**src/rtl/serial_sub4.sv**
```systemverilog
`default_nettype none
// ============================================================================
// Module   : serial_sub4
// Purpose  : Bit-serial subtractor, d = a - b - bin, LSB first, one bit per
//            clock, with a start/done handshake. Inverse companion of the
//            4-bit ripple adder.
// Ports    : clk      rising-edge clock
//            rst      asynchronous active-high reset
//            start_i  request, ignored while busy_o=1
//            a_i      minuend (unsigned), captured on accepted start
//            b_i      subtrahend (unsigned), captured on accepted start
//            bin_i    borrow-in, captured on accepted start
//            busy_o   high while an operation is running
//            done_o   one-cycle completion pulse
//            d_o      difference (a - b - bin) mod 2^WIDTH
//            bout_o   borrow-out, 1 iff a < b + bin
// Revision : 1.0 - initial release
// ============================================================================
module serial_sub4 #(
  parameter int WIDTH = 4
) (
  input  logic             clk,
  input  logic             rst,
  input  logic             start_i,
  input  logic [WIDTH-1:0] a_i,
  input  logic [WIDTH-1:0] b_i,
  input  logic             bin_i,
  output logic             busy_o,
  output logic             done_o,
  output logic [WIDTH-1:0] d_o,
  output logic             bout_o
);

  localparam int CNT_W = (WIDTH > 2) ? $clog2(WIDTH) : 1;
  localparam logic [CNT_W-1:0] C_LAST = CNT_W'(WIDTH - 1);

  typedef enum logic [1:0] {
    IDLE = 2'd0,
    RUN  = 2'd1,
    DONE = 2'd2
  } state_t;

  state_t           state_q;
  logic [WIDTH-1:0] a_q;
  logic [WIDTH-1:0] b_q;
  logic [WIDTH-1:0] res_q;
  logic             borrow_q;
  logic [CNT_W-1:0] cnt_q;
  logic             busy_q;
  logic             done_q;
  logic [WIDTH-1:0] d_q;
  logic             bout_q;

  // One full-subtractor slice working on the current LSBs.
  logic             x_w;
  logic             y_w;
  logic             diff_w;
  logic             borrow_d;
  logic [WIDTH-1:0] res_d;

  always_comb begin
    x_w      = a_q[0];
    y_w      = b_q[0];
    diff_w   = x_w ^ y_w ^ borrow_q;
    borrow_d = (~x_w & y_w) | (~(x_w ^ y_w) & borrow_q);
    // New bit enters at the MSB; after WIDTH shifts bit 0 lands at position 0.
    res_d    = {diff_w, res_q[WIDTH-1:1]};
  end

  always_ff @(posedge clk or posedge rst) begin
    if (rst) begin
      state_q  <= IDLE;
      a_q      <= '0;
      b_q      <= '0;
      res_q    <= '0;
      borrow_q <= 1'b0;
      cnt_q    <= '0;
      busy_q   <= 1'b0;
      done_q   <= 1'b0;
      d_q      <= '0;
      bout_q   <= 1'b0;
    end else begin
      case (state_q)
        IDLE, DONE: begin
          done_q <= 1'b0;
          if (start_i) begin
            a_q      <= a_i;
            b_q      <= b_i;
            borrow_q <= bin_i;
            res_q    <= '0;
            cnt_q    <= '0;
            busy_q   <= 1'b1;
            state_q  <= RUN;
          end else begin
            busy_q  <= 1'b0;
            state_q <= IDLE;
          end
        end

        RUN: begin
          a_q      <= a_q >> 1;
          b_q      <= b_q >> 1;
          res_q    <= res_d;
          borrow_q <= borrow_d;
          cnt_q    <= cnt_q + 1'b1;
          if (cnt_q == C_LAST) begin
            d_q     <= res_d;
            bout_q  <= borrow_d;
            done_q  <= 1'b1;
            busy_q  <= 1'b0;
            state_q <= DONE;
          end
        end

        default: begin
          busy_q  <= 1'b0;
          done_q  <= 1'b0;
          state_q <= IDLE;
        end
      endcase
    end
  end

  assign busy_o = busy_q;
  assign done_o = done_q;
  assign d_o    = d_q;
  assign bout_o = bout_q;

endmodule
`default_nettype wire

```
**config.mk**
```make
export PLATFORM = sky130hd
export DESIGN_NAME = serial_sub4
export DESIGN_NICKNAME = d
export VERILOG_FILES = /design/src/rtl/serial_sub4.sv
export SDC_FILE = /design/constraint.sdc
export NUM_CORES = 1
export LEC_CHECK = 0
export CAP_MARGIN = 30
export CORE_MARGIN = 5
export CORE_UTILIZATION = 55
export DETAILED_ROUTE_END_ITERATION = 8
export DONT_BUFFER_PORTS = 1
export PLACE_DENSITY = 0.69
export SLEW_MARGIN = 20
export SYNTH_ARGS = -nofsm -noshare
export SYNTH_HDL_FRONTEND = slang
export SYNTH_SLANG_ARGS = --single-unit
export TNS_END_PERCENT = 50
```
**constraint.sdc**
```tcl
create_clock -name clk -period 4 [get_ports clk]
set_clock_uncertainty 0.05 [all_clocks]
set_input_delay 0.4 -clock clk [delete_from_list [all_inputs] [get_ports clk]]
set_output_delay 0.4 -clock clk [all_outputs]
set_load 0.02 [all_outputs]
```
==> metrics.yaml <==
status: "completed"
synthArstFlopShare: 1.000
hold_path.class: "input port to async pin"
fin_setup_tns_ns: 0
core-area_mm2: 0.001708
vias_per_cell: 5.764
drc: 0
r2r-start: "state_q[0]$_DFFE_PP0P_"
grt_pass1_wl_mm: 2.794
finish.utilization: 0.5905
crit_fanout: 13
synth_top_cell_area_share: 0.5656
ys.flop_type: "dfrtp_1"
ctsRootBufferMaster: "clkbuf_4"
fin_crit_ns: 1.646
cpPeakStageDelay_ns: 0.61
final_nets: 96
synth_nets: 97
fillers: 152
std_cell_rows: 15
die_x_um: 52.07
grt_antenna_before_repair: 0
drt_pass1_iterations: 4
path_cells: "nor2b_1 -> nor2_2 -> a22o_1"
synth_common_cells: "22 x dfrtp_1, 5 x a22o_1, 5 x inv_1, 5 x nor2_1, 5 x o22ai_1"
startpoint: "state_q[0]$_DFFE_PP0P_"
cp_data_arrival_time_ns: 1.80
yosysWarnings: 0
clkSinkCount: 22
cts-htree-levels: 1
clk_path_buf_depth: 2
crit_required_ns: 4.15
grt_pass1_vias: 588
dieArea_mm2: 0.002711
drt_iter0_drc: 9
clk_pin_slew_ns: 0.12
multi_input_area_um2: 371.6
avgRoutedWirePerCell_um: 16.07
highest_layer: "met4"
grt_overflow: 0
seq_area_frac_synth: 0.5656
yosysUniqueCellTypes: 25
start_util: 0.5700
synth_seq_cells: 22
dp_hpwl_mm: 1.208
report.final.slew_viol_count: 0
ir_drop_mv: 0.4325
port_buffers: 0
rsz0062_at_grt: "no"
ant_nets: 0
hold_viol: 0
worst_path_max_delay_cell: "dfrtp_1"
max_freq_ghz: 0.6075
synth_top_cell_by_area: "dfrtp_1"
areaGrowthSynthToFinish_pct: 3.599
tritoncts: "built"
slew_headroom: 0.4579
synth.avg_cell_area_um2: 11.73
numCtsBuffers: 3
synth_edf_count: 0
grt_max_degree: 23
end_kind: "flip-flop"
synth.most_common_cell: "dfrtp_1"
m1WireLength_um: 785
power_density_mw_per_mm2: 856.8
fin_crit_sh: 0.4115
critPathLaunchType: "flip-flop"
die_height_um: 52.07
met3_wirelength_um: 113
holdBufCountCts: 0
clock_latency_ns: 0.31
regArea_um2: 550.5
yosys-top-cells-area: "dfrtp_1 57%, mux2_1 4.6%, a22o_1 4.5%"
io_pins: 19
syn-cell-area_um2: 973.4
worst_pin_slew_ns: 0.8123
drive_gt1_frac: 0.1111
maxCapViolations: 0
vias: 611
leakage_uw: 0.0004652
netlist_instances: 83
track_usage: 0.1422
r2r_cells: 3
cts_post_setup_buffers_inserted: 0
crit_type: "flip-flop to flip-flop"
gp_congestion: 0.7389
wl_met2_um: 769
ctsResizeCount: 0
drt_wl_total_mm: 1.703
n_antenna_cell: 0
finalSetupViolations: 0
-- critical path: cells and delay by family, from the launching register on --
| kind | cells | cell delay (ns) |
|---|---|---|
| AND/OR/NAND/NOR | 2 | 0.68 |
| AO/OA/AOI/OAI | 1 | 0.20 |
| flip-flops | 1 | 0.61 |
-- power by group --
group	switching [uW]	internal, uW	total (uW)
clock network	65.3	55.6	121
logic	148	148	296
registers	122	325	448
total	335	529	864
-- registers in the layout, indices dropped and copies added (netlist names) --
name and flops:
busy_o 1, d_o 4, state_q 2, a_q 4, b_q 4, cnt_q 2
res_q 3, borrow_q 1, bout_o 1
-- stage by stage --
| step | hold WS, ns | total power (uW) | instance area [um2] | cells | worst slack [ns] |
|---|---|---|---|---|---|
| 2_1_floorplan | 0.3392 | 702.2 | 973.4 | 83 | 2.647 |
| 3_3_place_gp | 0.4354 | 741.1 | 972.2 | 102 | 2.452 |
| 3_5_place_dp | 0.4425 | 752.2 | 972.2 | 102 | 2.372 |
| 4_1_cts | 0.09324 | 872.8 | 1008 | 106 | 2.361 |
| 5_1_grt | 0.1373 | 938.3 | 1008 | 106 | 2.206 |
| 6_report | 0.07241 | 864.1 | 1008 | 106 | 2.354 |
-- path summary, 6_finish.rpt --
kind                                          endpoint  slack, ns
max in group asynchronous       state_q[0]$_DFFE_PP0P_       3.32
worst min-delay path                b_q[0]$_DFFE_PP0P_       0.07
worst min register to register      a_q[1]$_DFFE_PP0P_       0.47
min in group clk                    a_q[3]$_DFFE_PP0P_       0.18
worst max-delay path                a_q[3]$_DFFE_PP0P_       2.35
worst max register to register      a_q[3]$_DFFE_PP0P_       2.35
-- cells in the final DEF, fill, tap and decap left out, drive strengths merged --
master  netlist  routed
o31ai         1       1
nand2b        2       2
nand2         1       1
nand3b        1       1
nand3         2       2
a22o          5       5
nor2          6       6
inv           5       5
a21oi         3       3
a211oi        2       2
dfrtp        22      22
clkbuf        2       4
o21ai         4       4
ha            1       1
mux2i         2       2
mux2          6       6
o22ai         5       5
nor2b         4       4
fa            1       1
nor3          4       4
-- cells by family (layout without fill, tap and decap cells) --
group | after synthesis | in the layout | synth area share
AO/OA/AOI/OAI | 20 | 20 | 0.1362
adder cells (fa/ha/maj) | 2 | 2 | 0.03342
buffers and inverters | 11 | 9 | 0.05270
flip-flops | 22 | 22 | 0.5656
multiplexers | 8 | 8 | 0.08997
AND/OR/NAND/NOR | 20 | 20 | 0.1221
-- routing by layer --
| layer | vias up | track usage |
|---|---|---|
| met5 | - | 0 |
| met4 | 0 | 0.06550 |
| met3 | 5 | 0.04011 |
| met2 | 17 | 0.1946 |
| met1 | 300 | 0.2056 |
| li1 | 289 | - |
-- layout make-up --
type,count,area share
multi-input combinational,50,0.3685
clock buffer,4,0.03598
tap,25,0.03102
sequential,22,0.5459
inverter,5,0.01861
No activity file was read; power rests on OpenSTA's default activity.
